### src/rtl/conv2d_pool_requant.sv
// 2x2/stride-2 max pooling with optional ReLU and rounding-shift requantization.
// Streams a CHW feature map from the producer RAM into a narrow pooled map.
module conv2d_pool_requant #(
  parameter int CHANNELS   = 16,
  parameter int IN_HEIGHT  = 32,
  parameter int IN_WIDTH   = 32,
  parameter int DATA_IN_W  = 32,
  parameter int DATA_OUT_W = 8,
  parameter int SHIFT      = 8,
  parameter int RELU_EN    = 1,
  localparam int OH     = IN_HEIGHT / 2,
  localparam int OW     = IN_WIDTH / 2,
  localparam int IN_N   = CHANNELS * IN_HEIGHT * IN_WIDTH,
  localparam int OUT_N  = CHANNELS * OH * OW,
  localparam int IN_AW  = (IN_N > 1) ? $clog2(IN_N) : 1,
  localparam int OUT_AW = (OUT_N > 1) ? $clog2(OUT_N) : 1
) (
  input  logic                  clk,
  input  logic                  rst,
  input  logic                  start,
  output logic                  busy,
  output logic                  done,
  output logic [IN_AW-1:0]      input_addr,
  output logic                  input_en,
  input  logic [DATA_IN_W-1:0]  input_data,
  output logic [OUT_AW-1:0]     output_addr,
  output logic [DATA_OUT_W-1:0] output_data,
  output logic                  output_we,
  output logic                  output_en
);

  localparam int CW = (CHANNELS > 1) ? $clog2(CHANNELS) : 1;
  localparam int YW = (OH > 1) ? $clog2(OH) : 1;
  localparam int XW = (OW > 1) ? $clog2(OW) : 1;

  localparam logic signed [DATA_IN_W:0] SAT_MAX =
    (DATA_IN_W+1)'((64'sd1 <<< (DATA_OUT_W-1)) - 64'sd1);
  localparam logic signed [DATA_IN_W:0] SAT_MIN = ~SAT_MAX;

  typedef enum logic [1:0] {S_IDLE, S_READ, S_DRAIN, S_DONE} state_e;

  state_e state_q, state_d;

  logic [CW-1:0] ch_q, ch_d;
  logic [YW-1:0] oy_q, oy_d;
  logic [XW-1:0] ox_q, ox_d;
  logic [1:0]    k_q, k_d;
  logic          last_rd;

  logic                         rd_vld_q;
  logic [1:0]                   rd_k_q;
  logic signed [DATA_IN_W-1:0]  max_q;
  logic                         out_we_q;
  logic [DATA_OUT_W-1:0]        out_data_q;
  logic [OUT_AW-1:0]            out_addr_q;
  logic [OUT_AW-1:0]            wr_idx_q;

  logic signed [DATA_IN_W-1:0]  din_s, win_max, relu_v;
  logic signed [DATA_IN_W:0]    ext_v, shr_v;
  logic [DATA_OUT_W-1:0]        q_val;

  always_ff @(posedge clk or negedge rst) begin
    if (!rst) state_q <= S_IDLE;
    else      state_q <= state_d;
  end

  always_comb begin
    state_d = state_q;
    ch_d    = ch_q;
    oy_d    = oy_q;
    ox_d    = ox_q;
    k_d     = k_q;
    last_rd = (k_q == 2'd3) && (ox_q == XW'(OW-1)) &&
              (oy_q == YW'(OH-1)) && (ch_q == CW'(CHANNELS-1));
    case (state_q)
      S_IDLE: begin
        ch_d = '0;
        oy_d = '0;
        ox_d = '0;
        k_d  = '0;
        if (start) state_d = S_READ;
      end
      S_READ: begin
        k_d = k_q + 2'd1;
        // window walk: k innermost, then ox, oy, channel
        if (k_q == 2'd3) begin
          if (ox_q == XW'(OW-1)) begin
            ox_d = '0;
            if (oy_q == YW'(OH-1)) begin
              oy_d = '0;
              ch_d = (ch_q == CW'(CHANNELS-1)) ? '0 : ch_q + CW'(1);
            end else begin
              oy_d = oy_q + YW'(1);
            end
          end else begin
            ox_d = ox_q + XW'(1);
          end
        end
        if (last_rd) state_d = S_DRAIN;
      end
      // the only write that can land in DRAIN is the final window's
      S_DRAIN: if (out_we_q) state_d = S_DONE;
      S_DONE:  state_d = S_IDLE;
      default: state_d = S_IDLE;
    endcase
  end

  assign input_en   = (state_q == S_READ);
  assign input_addr = IN_AW'(32'(ch_q) * 32'(IN_HEIGHT * IN_WIDTH)
                           + (32'(oy_q) * 32'd2 + 32'(k_q[1])) * 32'(IN_WIDTH)
                           + 32'(ox_q) * 32'd2 + 32'(k_q[0]));

  assign din_s   = input_data;
  assign win_max = (rd_k_q == 2'd0 || din_s > max_q) ? din_s : max_q;

  always_comb begin
    relu_v = (RELU_EN != 0 && win_max < 0) ? '0 : win_max;
    ext_v  = {relu_v[DATA_IN_W-1], relu_v};
  end

  // one extra bit of headroom keeps the rounding add from overflowing
  generate
    if (SHIFT > 0) begin : g_round
      localparam logic signed [DATA_IN_W:0] RND = (DATA_IN_W+1)'(1) <<< (SHIFT-1);
      assign shr_v = (ext_v + RND) >>> SHIFT;
    end else begin : g_noround
      assign shr_v = ext_v;
    end
  endgenerate

  always_comb begin
    if (shr_v > SAT_MAX)      q_val = SAT_MAX[DATA_OUT_W-1:0];
    else if (shr_v < SAT_MIN) q_val = SAT_MIN[DATA_OUT_W-1:0];
    else                      q_val = shr_v[DATA_OUT_W-1:0];
  end

  always_ff @(posedge clk or negedge rst) begin
    if (!rst) begin
      ch_q       <= '0;
      oy_q       <= '0;
      ox_q       <= '0;
      k_q        <= '0;
      rd_vld_q   <= 1'b0;
      rd_k_q     <= '0;
      max_q      <= '0;
      out_we_q   <= 1'b0;
      out_data_q <= '0;
      out_addr_q <= '0;
      wr_idx_q   <= '0;
    end else begin
      ch_q       <= ch_d;
      oy_q       <= oy_d;
      ox_q       <= ox_d;
      k_q        <= k_d;
      rd_vld_q   <= input_en;
      rd_k_q     <= k_q;
      out_we_q   <= 1'b0;
      out_data_q <= '0;
      if (rd_vld_q) max_q <= win_max;
      if (state_q == S_IDLE) wr_idx_q <= '0;
      if (rd_vld_q && rd_k_q == 2'd3) begin
        out_we_q   <= 1'b1;
        out_data_q <= q_val;
        out_addr_q <= wr_idx_q;
        wr_idx_q   <= wr_idx_q + OUT_AW'(1);
      end
    end
  end

  assign busy        = (state_q != S_IDLE);
  assign done        = (state_q == S_DONE);
  assign output_we   = out_we_q;
  assign output_en   = out_we_q;
  assign output_data = out_data_q;
  assign output_addr = out_addr_q;

endmodule

### config.mk
export PLATFORM = sky130hd
export DESIGN_NAME = conv2d_pool_requant
export DESIGN_NICKNAME = d
export VERILOG_FILES = /design/src/rtl/conv2d_pool_requant.sv
export SDC_FILE = /design/constraint.sdc
export NUM_CORES = 1
export LEC_CHECK = 0
export CAP_MARGIN = 30
export CELL_PAD_IN_SITES_DETAIL_PLACEMENT = 1
export CELL_PAD_IN_SITES_GLOBAL_PLACEMENT = 1
export CORE_ASPECT_RATIO = 0.6
export CORE_MARGIN = 3
export CORE_UTILIZATION = 39
export DETAILED_ROUTE_END_ITERATION = 10
export PLACE_DENSITY = 0.84
export SLEW_MARGIN = 20
export SYNTH_ARGS = -nofsm -noshare
export SYNTH_HDL_FRONTEND = slang
export SYNTH_SLANG_ARGS = --single-unit
### constraint.sdc
create_clock -name clk -period 5.17 [get_ports clk]
set_clock_uncertainty 0.1 [all_clocks]
set_input_delay 1.034 -clock clk [delete_from_list [all_inputs] [get_ports clk]]
set_output_delay 1.034 -clock clk [all_outputs]
set_load 0.02 [all_outputs]
## After elaboration in Yosys (flattened, before gate mapping)

Index checks and enable logic that the tools add are counted.
Widths: inputs -> output; s select.

| storage, ports and cells | value |
|---|---|
| flip-flop bits (word level) | 84 |
| input port bits | 35 |
| output and inout bits | 39 |
| logic and storage cells | 79 |

| operators by class | value |
|---|---|
| add/subtract/negate cells | 10 |
| order comparisons | 4 |
| equality and inequality tests | 14 |
| multiplexer cells | 25 |
| reduce and logical (&&, ||, !) cells | 14 |

Operators by type and width:

| operator | count |
|---|---|
| $mux 32 | 2 |
| $mux 4 | 9 |
| $add 32x9->33 const B | 1 |
| $gt 32x32->1 | 1 |
| $lt 32x1->1 const B | 1 |
| $gt 25x8->1 const B | 1 |
| $lt 25x8->1 const B | 1 |
| $mux 12 | 2 |
| $mux 8 | 3 |
| $pmux 4 s2 | 3 |
| $add 14x1->14 | 1 |
| $add 14x11->14 | 1 |
| $add 14x5->14 | 1 |
| $add 12x1->12 const B | 1 |
| $add 4x1->4 const B | 3 |
| $eq 4x4->1 const B | 3 |
| $eq 2x2->1 const B | 4 |
| $ne 2x1->1 const B | 4 |
| $pmux 2 s4 | 1 |
| $add 5x1->6 | 1 |
| $mux 2 | 3 |
| $reduce_and 3->1 | 2 |
| $reduce_bool 2->1 | 3 |
| $logic_and 1x1->1 | 4 |
| other kinds (9) | 11 |

## Depth between registers and ports, before layout

| logic depth | value |
|---|---|
| depth in word-level cells | 10 |
| mapped depth | 24 |
| mapped depth without buffers | 19 |

## Worst setup path after synthesis

OpenSTA, ideal clock, no wires.

| path | value |
|---|---|
| path kind | input to register |
| start | input port input_data[5] |
| end | register out_data_q[0], in the netlist output_data[0] |
| library setup time | 153 ps |
| arrival | 5317 ps |
| data required time | 4917 ps |
| slack | -401 ps |
| stages | 21 |
| buffers on the path | 4 |
| cell sequence | ha_1 a21oi_1 o21ai_1 a21o_1 o31a_2 o211ai_4 buf_6 buf_6 buf_2 buf_2 nand3_1 o21ai_0 ha_1 nor3b_1 nand2_1 mux2_2 a211oi_2 mux4_2 a311oi_1 o2111a_2 a31oi_1 |

| on the way | value |
|---|---|
| cells in the longest elaborated chain, start to end | 10 |
| elaborated cells on any way between the ends | 11 |
| classes of those cells | add/sub: 1; order compare: 4; mux: 5; reduce/logical: 1 |

RTL lines:

| element | RTL line | source |
|---|---|---|
| from (decl) | 25 | `input logic [DATA_IN_W-1:0] input_data,` |
| $gt 32x32->1 | 114 | `assign win_max = (rd_k_q == 2'd0 \|\| din_s > max_q) ? din_s : max_q;` |
| $logic_or 1x1->1 | 114 |  |
| $mux 32 (*) | 114 |  |
| $lt 32x1->1 | 117 | `relu_v = (RELU_EN != 0 && win_max < 0) ? '0 : win_max;` |
| $mux 32 (*) | 117 |  |
| $add 32x9->33 (*) | 125 | `assign shr_v = (ext_v + RND) >>> SHIFT;` |
| $lt 25x8->1 | 133 | `else if (shr_v < SAT_MIN) q_val = SAT_MIN[DATA_OUT_W-1:0];` |
| $mux 8 | 133 |  |
| $mux 8 (*) | 132 | `if (shr_v > SAT_MAX) q_val = SAT_MAX[DATA_OUT_W-1:0];` |
| $mux 8 (*) | 161 | `if (rd_vld_q && rd_k_q == 2'd3) begin` |
| to (signal assigned) | 163 | `out_data_q <= q_val;` |
| to (decl) | 54 | `logic [DATA_OUT_W-1:0] out_data_q;` |

Every way passes the cells marked *; elsewhere a longest branch is shown, timed or not.
A chain may end at the register's enable or synchronous reset.

## Worst setup path in the final report

| path | value |
|---|---|
| start | input port input_data[8] |
| end | register out_data_q[6], in the netlist output_data[6] |

Same word-level chain as after synthesis.

==> tab_implementation.tex <==
\begin{tabular}{lr}
\hline
Metric & Value \\
\hline
\multicolumn{2}{l}{\textbf{Status}} \\
\quad Result of the run & finished, final reports clean \\
\multicolumn{2}{l}{\textbf{Timing}} \\
\quad Worst-case setup margin in the final layout & 5.99 ps \\
\quad Number of hold violations in the final report & 0 \\
\quad Final setup TNS & 0 ps \\
\quad Setup violators final & 0 \\
\quad Final period util & 0.999 \\
\quad Relative slew slack & 0.483 \\
\quad Setup repair after global routing missed its margin & yes \\
\quad Worst Tran Pin Value & 776 ps \\
\quad Minimum period implied by the final worst setup slack & 5160 ps \\
\quad Timing-limited maximum frequency & 194 MHz \\
\quad Final Slew Violations & 0 \\
\multicolumn{2}{l}{\textbf{Floorplanning}} \\
\quad Area of the core & 14,000 um\^{}2 \\
\quad IO Count & 74 \\
\quad Row count & 33 \\
\quad X dimension of the die & 163 um \\
\quad Initial core utilization & 0.410 \\
\quad Die Ht & 100 um \\
\quad Die area & 16,300 um\^{}2 \\
\multicolumn{2}{l}{\textbf{Finish}} \\
\quad Share of layout cells above drive strength 1 & 0.237 \\
\quad Register area & 2100 um\^{}2 \\
\quad Area of the multi-input gates & 3790 um\^{}2 \\
\quad Filler Cells Inserted & 1,630 \\
\quad Area Growth Syn to Fin & 34.6\% \\
\quad Number of diodes added for antenna fixing & 0 \\
\quad Count of nets after finishing & 851 \\
\multicolumn{2}{l}{\textbf{Global routing}} \\
\quad Gr busiest metal & met2 \\
\quad Global-route wire length before repair & 34.4 mm \\
\quad Total congestion overflow after global routing & 0 \\
\quad Overall routing resource usage & 0.269 \\
\quad Met1 usage in global routing & 0.382 \\
\quad Via count of the first global-routing pass & 6,240 \\
\quad Pin count of the biggest net entering global routing & 55 \\
\quad Met3 layer usage reported by global route & 0.0577 \\
\quad Met2 layer usage reported by global route & 0.420 \\
\quad Number of antenna violations at the first check in global routing & 1 \\
\multicolumn{2}{l}{\textbf{Logic synthesis}} \\
\quad Net count after synthesis & 727 \\
\quad Most frequent cell after synthesis & sky130\_fd\_sc\_hd\_\_nand2\_1 \\
\quad Number of flip-flops and latches in the synthesized netlist & 84 \\
\quad Area share of the largest cell type after synthesis & 0.365 \\
\quad Number of enable flip-flop cells after synthesis & 0 \\
\quad Fraction of the yosys area taken by sequential cells & 0.365 \\
\quad Top cells by area, synth & sky130\_fd\_sc\_hd\_\_dfrtp\_1, sky130\_fd\_sc\_hd\_\_ha\_1, sky130\_fd\_sc\_hd\_\_nand2\_1 \\
\quad Summed instance area of the synthesized netlist & 5760 um\^{}2 \\
\quad Warning count from the yosys run & 0 \\
\quad Post-synth top cells & sky130\_fd\_sc\_hd\_\_nand2\_1, sky130\_fd\_sc\_hd\_\_dfrtp\_1, sky130\_fd\_sc\_hd\_\_nor2\_1, sky130\_fd\_sc\_hd\_\_o21ai\_0, sky130\_fd\_sc\_hd\_\_ha\_1 \\
\quad Cell accounting for the most synthesized area & sky130\_fd\_sc\_hd\_\_dfrtp\_1 \\
\quad Top flip-flop cell by instance count after synthesis & sky130\_fd\_sc\_hd\_\_dfrtp\_1 \\
\quad Number of cells produced by synthesis & 650 \\
\quad Count of distinct cell types in the synthesized netlist & 67 \\
\quad Average footprint of a synthesized cell & 8.86 um\^{}2 \\
\quad Post-synthesis async set-or-reset flop share & 1.00 \\
\multicolumn{2}{l}{\textbf{Power}} \\
\quad NetSw & 1010 uW \\
\quad Power density normalized to cell area & 326 nW/um\^{}2 \\
\quad Peak supply drop & 0.148 mV \\
\quad Relative contribution of combinational cells to total power & 0.376 \\
\quad Internal power & 1510 uW \\
\quad Power share of the sequential group & 0.361 \\
\quad Clock network power share & 0.263 \\
\quad Static Leakage & 0.00335 uW \\
\quad Sw Ratio & 0.400 \\
\quad Total Power Consumption & 2520 uW \\
\multicolumn{2}{l}{\textbf{Hold path}} \\
\quad Hold Crit Class & flop to flop \\
\quad Worst hold path cell count & 0 \\
\multicolumn{2}{l}{\textbf{Clocking}} \\
\quad Cell at the root of the clock tree & sky130\_fd\_sc\_hd\_\_clkbuf\_16 \\
\quad Clock-pin slew on the worst setup and hold paths & 70 ps \\
\quad Clock Sinks & 84 \\
\quad H-tree level count & 3 \\
\quad TritonCTS clock tree & yes \\
\quad Total CTS buffers & 9 \\
\quad Later-pin clock latency in the skew report & 350 ps \\
\quad Maximum buffer depth of the clock tree & 2 \\
\multicolumn{2}{l}{\textbf{Routing}} \\
\quad Vias & 5,820 \\
\quad Count of antenna-violating nets left after detailed routing & 0 \\
\quad Detailed Route Iter0 Violations & 547 \\
\quad Avg Vias per Cell & 5.99 \\
\quad First-pass iteration count of the detailed router & 6 \\
\quad Detailed-route DRC error count & 0 \\
\quad Total wire length after detailed routing & 21.5 mm \\
\quad Per-cell routed wire length & 22.2 um \\
\multicolumn{2}{l}{\textbf{Critical path}} \\
\quad Worst Path Max Fanout & 7 \\
\quad Data arrival time of the worst path & 5280 ps \\
\quad Setup crit end kind & flop \\
\quad Worst path required time & 5290 ps \\
\quad Nature of the critical path startpoint & input port \\
\quad Register-to-register setup slack & 200 ps \\
\quad Category of the most critical setup path & input port to flop \\
\quad FF-to-FF path depth & 19 \\
\multicolumn{2}{l}{\textbf{Placed design}} \\
\quad Pre-CTS setup slack & -821 ps \\
\quad Global placement routability congestion & 0.931 \\
\quad Dpl hpwl & 15.4 mm \\
\quad Port Buf Inserts & 73 \\
\multicolumn{2}{l}{\textbf{Job}} \\
\quad Max-cap viol count & 0 \\
\hline
\end{tabular}
==> cell usage in the layout (no fill, tap or decap), types with 15 or more instances in the layout <==
master / count
sky130_fd_sc_hd__nor3_1: 15
sky130_fd_sc_hd__ha_1: 17
sky130_fd_sc_hd__nand4_1: 20
sky130_fd_sc_hd__o21ai_0: 40
sky130_fd_sc_hd__dfrtp_1: 84
sky130_fd_sc_hd__ha_4: 23
sky130_fd_sc_hd__a21oi_1: 26
sky130_fd_sc_hd__buf_4: 64
sky130_fd_sc_hd__mux2i_1: 19
sky130_fd_sc_hd__dlygate4sd2_1: 15
sky130_fd_sc_hd__nand3_1: 27
sky130_fd_sc_hd__nand2_1: 100
sky130_fd_sc_hd__inv_1: 41
sky130_fd_sc_hd__mux2_2: 33
sky130_fd_sc_hd__clkdlybuf4s50_1: 43
sky130_fd_sc_hd__nor2_1: 44
==> routing by layer <==
layer	routed length [um]	up-vias
met4	379	2
li1	-	2586
met5	13	-
met3	1530	42
met2	9820	259
met1	9760	2931
==> final timing paths <==
check                                     start                       end
max in group asynchronous                   rst   wr_idx_q[6]$_DFFE_PN0P_
max                               input_data[8]  output_data[6]$_DFF_PN0_
max reg2reg                max_q[8]$_DFFE_PN0P_  output_data[6]$_DFF_PN0_
min reg2reg                  k_q[0]$_DFFE_PN0P_       rd_k_q[0]$_DFF_PN0_
min                          k_q[0]$_DFFE_PN0P_       rd_k_q[0]$_DFF_PN0_
min in group asynchronous                   rst     max_q[26]$_DFFE_PN0P_
==> per-stage QoR <==
stage	cell area (um^2)	hold slack, ps	cells	util
3_3_place_gp	7190	329	939	0.512
2_1_floorplan	6000	354	650	-
3_5_place_dp	7190	342	939	0.512
6_report	7750	370	971	0.552
5_1_grt	7750	377	971	0.552
4_1_cts	7680	371	966	0.547
==> sequential cells by signal, summed over array words and instances (netlist names), named ones only <==
signal,count
ch_q,4
k_q,2
max_q,25
output_addr,12
output_data,8
output_en,1
ox_q,4
oy_q,4
rd_k_q,2
rd_vld_q,1
state_q,2
wr_idx_q,12
==> power by group through the flow <==
stage | combinational, uW | clock [uW] | sequential (uW)
final | 949 | 664 | 910
after global routing | 1040 | 700 | 927
after CTS | 902 | 667 | 902
after detailed placement | 816 | 0 | 913
after global placement | 753 | 0 | 898
after floorplan | 506 | 0 | 866
==> area by class of cell <==
type,count,share of cell area
Timing Repair Buffer,136,0.150
Clock inverter,5,0.00549
Tap cell,192,0.0310
Inverter,42,0.0204
Clock buffer,11,0.0326
Sequential cell,84,0.271
Multi-Input combinational cell,501,0.489
==> cells by family after synthesis <==
family,Yosys count,synth area share
compound gates,142,0.164
xor+xnor,13,0.0198
fa+ha+maj,42,0.0913
buf+inv,65,0.0485
flops,84,0.365
mux,55,0.105
other cells,1,0.000651
simple gates,248,0.205
==> critical path, stage by stage <==
cell                       delay, ps
sky130_fd_sc_hd__buf_6           100
sky130_fd_sc_hd__ha_4            250
sky130_fd_sc_hd__nand4_1         260
sky130_fd_sc_hd__nor4_4          420
sky130_fd_sc_hd__a21boi_2        250
sky130_fd_sc_hd__o31a_2          180
sky130_fd_sc_hd__o211ai_4        140
sky130_fd_sc_hd__nor2_1          170
sky130_fd_sc_hd__a21oi_1          70
sky130_fd_sc_hd__nor2_2          120
sky130_fd_sc_hd__ha_2            210
sky130_fd_sc_hd__nor3b_4         200
sky130_fd_sc_hd__nand2_1          90
sky130_fd_sc_hd__mux2_4          290
sky130_fd_sc_hd__a211oi_4        210
sky130_fd_sc_hd__mux4_2          550
sky130_fd_sc_hd__a311oi_2        220
sky130_fd_sc_hd__o2111a_2        360
sky130_fd_sc_hd__a31oi_1         120
==> timing repair <==
action	CTS	global route
hold endpoints to repair	0	0
pin swaps	29	13
hold buffers	0	0
endpoints found under the setup margin	7	7
gates resized for setup	56	36
gates cloned	0	0
buffers inserted	11	5
No activity file was read; power rests on OpenSTA's default activity.
